**src/rtl/multicycle_controller.sv**
```systemverilog
// multicycle_controller: main control FSM sequencing one MIPS instruction over 3-5 clocks
module multicycle_controller (
   input  logic       clk,
   input  logic       reset,
   input  logic [5:0] op,
   input  logic       zero,
   output logic       iord,
   output logic       memwrite,
   output logic       irwrite,
   output logic       regdst,
   output logic       memtoreg,
   output logic       regwrite,
   output logic       alusrca,
   output logic [1:0] alusrcb,
   output logic [1:0] aluop,
   output logic [1:0] pcsrc,
   output logic       pcen,
   output logic       instr_done,
   output logic [3:0] state
);
   typedef enum logic [3:0] {
      FETCH, DECODE, MEMADR, MEMRD, MEMWB, MEMWR,
      RTYPEEX, RTYPEWB, BEQEX, ADDIEX, ADDIWB, JEX
   } state_t;
   localparam logic [5:0] OP_R = 6'b000000, OP_LW = 6'b100011, OP_SW = 6'b101011,
                          OP_BEQ = 6'b000100, OP_ADDI = 6'b001000, OP_J = 6'b000010;
   logic [3:0] st;
   logic mw, rw, iw, pw, br, dn, known;
   assign known = op inside {OP_R, OP_LW, OP_SW, OP_BEQ, OP_ADDI, OP_J};
   assign state = st;
   always_ff @(posedge clk)
      if (reset) st <= FETCH;
      else
         case (st)
            FETCH:   st <= DECODE;
            DECODE:  st <= (op == OP_LW || op == OP_SW) ? MEMADR :
                           op == OP_R    ? RTYPEEX :
                           op == OP_BEQ  ? BEQEX :
                           op == OP_ADDI ? ADDIEX :
                           op == OP_J    ? JEX : FETCH;
            MEMADR:  st <= op == OP_LW ? MEMRD : MEMWR;
            MEMRD:   st <= MEMWB;
            RTYPEEX: st <= RTYPEWB;
            ADDIEX:  st <= ADDIWB;
            default: st <= FETCH;
         endcase
   // raw strobes are gated by reset so an aborted instruction never writes
   always_comb begin
      {iord, regdst, memtoreg, alusrca, alusrcb, aluop, pcsrc, mw, rw, iw, pw, br, dn} = '0;
      case (st)
         FETCH:   begin iw = 1'b1; pw = 1'b1; alusrcb = 2'b01; end
         DECODE:  begin alusrcb = 2'b11; dn = ~known; end
         MEMADR:  begin alusrca = 1'b1; alusrcb = 2'b10; end
         MEMRD:   iord = 1'b1;
         MEMWB:   begin rw = 1'b1; memtoreg = 1'b1; dn = 1'b1; end
         MEMWR:   begin iord = 1'b1; mw = 1'b1; dn = 1'b1; end
         RTYPEEX: begin alusrca = 1'b1; aluop = 2'b10; end
         RTYPEWB: begin rw = 1'b1; regdst = 1'b1; dn = 1'b1; end
         BEQEX:   begin alusrca = 1'b1; aluop = 2'b01; pcsrc = 2'b01; br = 1'b1; dn = 1'b1; end
         ADDIEX:  begin alusrca = 1'b1; alusrcb = 2'b10; end
         ADDIWB:  begin rw = 1'b1; dn = 1'b1; end
         JEX:     begin pcsrc = 2'b10; pw = 1'b1; dn = 1'b1; end
         default: ;
      endcase
      memwrite = mw & ~reset;
      regwrite = rw & ~reset;
      irwrite = iw & ~reset;
      instr_done = dn & ~reset;
      pcen = ~reset & (pw | (br & zero));
   end
endmodule

```
**config.mk**
```make
export PLATFORM = sky130hd
export DESIGN_NAME = multicycle_controller
export DESIGN_NICKNAME = d
export VERILOG_FILES = /design/src/rtl/multicycle_controller.sv
export SDC_FILE = /design/constraint.sdc
export NUM_CORES = 1
export LEC_CHECK = 0
export CORE_MARGIN = 2
export CORE_UTILIZATION = 25
export DETAILED_ROUTE_END_ITERATION = 8
export HOLD_SLACK_MARGIN = 0.15
export PLACE_DENSITY_LB_ADDON = 0.1
export SYNTH_ARGS = -nofsm -noshare
export SYNTH_HDL_FRONTEND = slang
export SYNTH_SLANG_ARGS = --single-unit
```
**constraint.sdc**
```tcl
create_clock -name clk -period 3.2 [get_ports clk]
set_input_delay 0.48 -clock clk [delete_from_list [all_inputs] [get_ports clk]]
set_output_delay 0.48 -clock clk [all_outputs]
set_load 0.01 [all_outputs]
```
==> run metrics, run 1 <==
status=finished clean; WL/cell=10.9 microns; die area=2170 sq um; setup TNS=0 ns; CP dominant cell by count=clkdlybuf4s50_1; Post-synth EDFFs=0; CP cell instances=clkdlybuf4s50_1 > or4_1 > a211o_1 > nand4_1 > o31ai_1 > clkdlybuf4s50_1; # diodes=0; syn_nets=81; RSZ-0062 raised after global routing=false; Worst Path Class, Setup=in2out; Worst R2R End=state[2]; setup bufs post-CTS=0; CP max stage cell=or4_1; Yosys Warn Count=0; max incr delay on CP=0.55 ns; via count=610; Yosys cell types=28; ys async rst share=0%; port buffer count=27; mean area per synthesized cell=6.31 sq um; LEAKAGE=0.264 nW; Final HPWL DP=1040 microns; total design power=0.000172 W; Gate power share=32.1%; clk buf depth=2; CP Data Required Time=2.72 ns; share of cells above drive strength 1=5.05%; crit path buf inv count=2; fmax=338 MHz; Worst setup endpoint=instr_done; worst clock skew=0.00354 ns; final hold violations=0; FP Rows=15; Hold Path Depth=2; nets=110; Placer Congestion=0.785; DP Area=748 sq um; area of the multi-input gates=355 sq um; top post-synthesis cells by area=dfxtp_1 18%, nor2_1 12%, a21oi_1 7.7%; Num CTS Buffers=3; Total GRT Usage=14.3%; Initial DRT Pass Iterations=4; Max IR drop VDD=207 uV; CTS tree=yes; Clock power frac=35.0%; critical path launch point type=input pin; switching share of power=27.8%; fin crit share=92.5%; Reg2Reg Depth=4; root buf cell=clkbuf_4; most frequent cells in the layout=27 x clkdlybuf4s50_1, 15 x nor2_1, 7 x a21oi_1, 6 x nor3_1, 5 x nand2b_1; PwrDens=223 nW/um^2; commonest non-fill, non-tap cell in the layout=clkdlybuf4s50_1; sw power=0.0000479 W; R2R setup slack=1.70 ns; Hold WC Path Type=reg2reg; crit path capture type=primary output; arrival time at the worst endpoint=2.48 ns; Sequential Power Share=32.9%; Die X=46.6 microns; post-route design area=771 sq um; Starting Density=26.3%; # clock sinks=4; Yosys top cell area share=17.6%; Rel. slew slack=69.0%; vias in the first global route=529; Cells after Synth=72; post-synth top area cell=dfxtp_1; Largest register FFs=4; #FFs+latches synth=4; min Tclk post-route=2.96 ns; Mapped Area=454 sq um; post_cts resized=0; I/O pin count=28; clk slew on worst S/H paths=0.04 ns; final WL=1350 microns; Die Y=46.6 microns; initial antenna violation count=0; Filler Cell Count=186; Setup violations, final=0; pin count of the biggest net entering global routing=16; DR iter-0 viols=10; sequential area share after synthesis=17.6%; core area=1730 sq um; Reg area=80.1 sq um; Max Slew Vio Count=0; first-pass GRT wire length=2250 microns; DRC=0; Top delay family on crit path=buffers and inverters; main flop type after synthesis=dfxtp_1; antenna viol nets, final=0; H-tree depth=1; cts-stage hold buffer count=0; internal power=0.000124 W; stages on the worst setup path=6; crit path max fanout=6; Syn-to-layout area delta=69.7%; max_cap viols=0; RR Startpoint=state[0]; Worst-Margin Slew=0.464 ns; residual overflow from global routing=0; Critical Path Start=op[1]; via/cell ratio=4.92; clock latency on the worst-skew pair=0.23 ns
[power groups by stage]
stage | clock network [W] | logic (W) | registers (W)
floorplan | 0 | 0.0000264 | 0.0000544
global placement | 0 | 0.0000554 | 0.0000575
detailed placement | 0 | 0.0000553 | 0.0000575
CTS | 0.0000635 | 0.0000555 | 0.0000567
global route | 0.0000693 | 0.0000602 | 0.0000575
finish | 0.0000602 | 0.0000552 | 0.0000567
[layout make-up]
class                      instances  area share, %
clock buffer                       3           2.92
inverter                           1          0.487
multi-input combinational         63           46.1
sequential                         4           10.4
tap                               25           4.06
timing repair buffer              28           36.0
[synth_stat cells (2+ instances only)]
cell type / number
a21oi_1: 7
buf_1: 3
dfxtp_1: 4
nand2_1: 3
nand2b_1: 5
nand3_1: 3
nor2_1: 15
nor2b_1: 2
nor3_1: 6
nor4_1: 2
o21ai_0: 2
o21bai_1: 2
or3_1: 2
xor2_1: 2
[how the worst min path moves through the flow]
stage / from / endpoint
global route: state[3] / state[1]
CTS: state[3] / state[1]
finish: state[3] / state[1]
detailed placement: state[3] / state[1]
global placement: state[3] / state[1]
floorplan: state[3] / state[1]
[through the flow]
stage	setup slack, ns	utilization (%)	hold WS, ns	std cells
6_report	0.239	44.6	0.682	124
5_1_grt	0.142	44.6	0.702	124
4_1_cts	0.223	44.6	0.678	124
3_5_place_dp	0.224	43.3	0.675	121
3_3_place_gp	0.260	43.3	0.675	121
2_1_floorplan	1.26	-	0.627	72
[metal layers]
layer,part of all wire (%),global-route usage (%),up-vias,routed length [microns]
li1,-,-,316,-
met2,48,21.9,16,645
met5,0,0,-,0
met1,48,19.4,278,656
met3,3.8,2.35,0,51
met4,0,6.67,0,0
[kinds of logic (layout without fill, tap and decap cells)]
| group | Yosys count | after routing | share of synthesized area [%] |
|---|---|---|---|
| buf+inv | 5 | 32 | 4.13 |
| flops | 4 | 4 | 17.6 |
| xor+xnor | 3 | 3 | 5.79 |
| compound gates | 19 | 19 | 28.1 |
| simple gates | 41 | 41 | 44.4 |
[worst reg2reg max path, stage by stage, from the launching register on]
cell,delay (ns)
dfxtp_1,0.55
nor2b_1,0.30
nand3_1,0.13
or3_1,0.32
a21oi_1,0.13
Note: power is estimated with default switching activity, not from simulation.
==> inputs of run 2 (changes only) <==
--- a/config.mk
+++ b/config.mk
@@ -5,11 +5,11 @@
 export SDC_FILE = /design/constraint.sdc
 export NUM_CORES = 1
 export LEC_CHECK = 0
-export CORE_MARGIN = 2
 export CORE_UTILIZATION = 25
 export DETAILED_ROUTE_END_ITERATION = 8
-export HOLD_SLACK_MARGIN = 0.15
+export HOLD_SLACK_MARGIN = 0.02
 export PLACE_DENSITY_LB_ADDON = 0.1
+export SETUP_SLACK_MARGIN = 0.4
 export SYNTH_ARGS = -nofsm -noshare
 export SYNTH_HDL_FRONTEND = slang
 export SYNTH_SLANG_ARGS = --single-unit
==> run metrics, run 2 (synthesized netlist as in run 1, its figures left out) <==
status=finished clean; share of cells above drive strength 1=5.05%; antenna viol nets, final=0; clk slew on worst S/H paths=0.04 ns; Syn-to-layout area delta=69.1%; Final HPWL DP=1010 microns; max_cap viols=0; nets=110; Rel. slew slack=69.6%; Setup WS post-layout=0.481 ns; pin count of the biggest net entering global routing=16; setup TNS=0 ns; via count=600; Initial DRT Pass Iterations=4; most frequent cells in the layout=25 x clkdlybuf4s50_1, 15 x nor2_1, 7 x a21oi_1, 6 x nor3_1, 5 x nand2b_1; final WL=1340 microns; Worst R2R End=state[2]; DRC=0; Num CTS Buffers=3; R2R setup slack=1.68 ns; vias in the first global route=469; LEAKAGE=0.269 nW; H-tree depth=1; Die Y=44.6 microns; CTS tree=yes; root buf cell=clkbuf_4; crit path max fanout=5; Max Slew Vio Count=0; DR iter-0 viols=9; initial antenna violation count=0; crit path capture type=primary output; Hold Path Depth=2; PwrDens=222 nW/um^2; worst clock skew=0.00226 ns; final hold violations=0; arrival time at the worst endpoint=2.24 ns; I/O pin count=28; Placer Congestion=0.772; fin crit share=85.0%; Worst-Margin Slew=0.456 ns; RSZ-0062 raised after global routing=false; Starting Density=26.6%; Largest register FFs=4; Die X=44.6 microns; residual overflow from global routing=0; Worst Path Class, Setup=in2out; CP Data Required Time=2.72 ns; Setup violations, final=0; pre-CTS WS=0.242 ns; # clock sinks=4; RR Startpoint=state[0]; WL/cell=10.8 microns; min-delay src=state[3]; clock latency on the worst-skew pair=0.23 ns; FP Rows=15; Hold WC Path Type=reg2reg; critical path launch point type=input pin; port buffer count=27; commonest non-fill, non-tap cell in the layout=clkdlybuf4s50_1; Reg2Reg Depth=4; min Tclk post-route=2.72 ns; Core Util, Final=45.0%; die area=1990 sq um; fmax=368 MHz; core area=1710 sq um; Hold Path Sink=state[1]; # diodes=0; clk buf depth=2; Total GRT Usage=14.1%; Max IR drop VDD=155 uV; first-pass GRT wire length=2070 microns; via/cell ratio=4.84
==> run 2: changes by cell type in the layout (fill, tap and decap cells not counted) <==
cell	previous run	this run
clkdlybuf4s50_1	27	25
dlygate4sd2_1	0	2
==> run 2: critical path, stage by stage <==
cell and delay [ns]:
clkdlybuf4s50_1 0.46, or4_1 0.55, a211o_1 0.30, nand4_1 0.08, o31ai_1 0.07, dlygate4sd2_1 0.30
==> run 2: where the power goes <==
| group | switching (W) | internal (W) | leakage, nW |
|---|---|---|---|
| clock network | 0.0000180 | 0.0000418 | 0.0138 |
| logic | 0.0000247 | 0.0000296 | 0.222 |
| registers | 0.00000509 | 0.0000517 | 0.0326 |
==> run 2: per-layer routing <==
| metal | share of wire [%] | vias to the layer above | track usage (%) |
|---|---|---|---|
| met5 | 0 | - | 0 |
| met4 | 0 | 0 | 7.27 |
| met3 | 3.6 | 0 | 2.45 |
| met2 | 44 | 12 | 21.5 |
| met1 | 52 | 272 | 19.0 |
| li1 | - | 316 | - |
==> run 2: final cells by class <==
type / instances / area, sq um
inverter: 1 / 3.75
tap: 25 / 31.3
fill: 184 / 940
timing repair buffer: 28 / 275
multi-input combinational: 63 / 355
sequential: 4 / 80.1
clock buffer: 3 / 22.5
==> run 2: stage by stage <==
stage	std cells	hold WS (ns)	total power, W	instance area (sq um)
global route	124	0.722	0.000181	768
floorplan	72	0.627	0.0000808	454
CTS	124	0.683	0.000175	768
detailed placement	121	0.677	0.000113	748
finish	124	0.680	0.000171	768
global placement	121	0.686	0.000113	748
==> run 2: worst max-delay path by stage <==
stage          startpoint    endpoint  slack [ns]  cells after the start
3_3_place_gp        op[1]  instr_done        0.26                      6
6_report            op[0]  instr_done        0.48                      6
3_5_place_dp        op[1]  instr_done        0.24                      6
5_1_grt             op[0]  instr_done        0.41                      6
2_1_floorplan       op[0]  instr_done        1.26                      4
4_1_cts             op[0]  instr_done        0.48                      6
==> run 2: timing repair <==
item                       CTS  global route
buffers inserted             0             0
hold buffers                 0             0
setup endpoints to repair    1             0
gates resized for setup      2             0
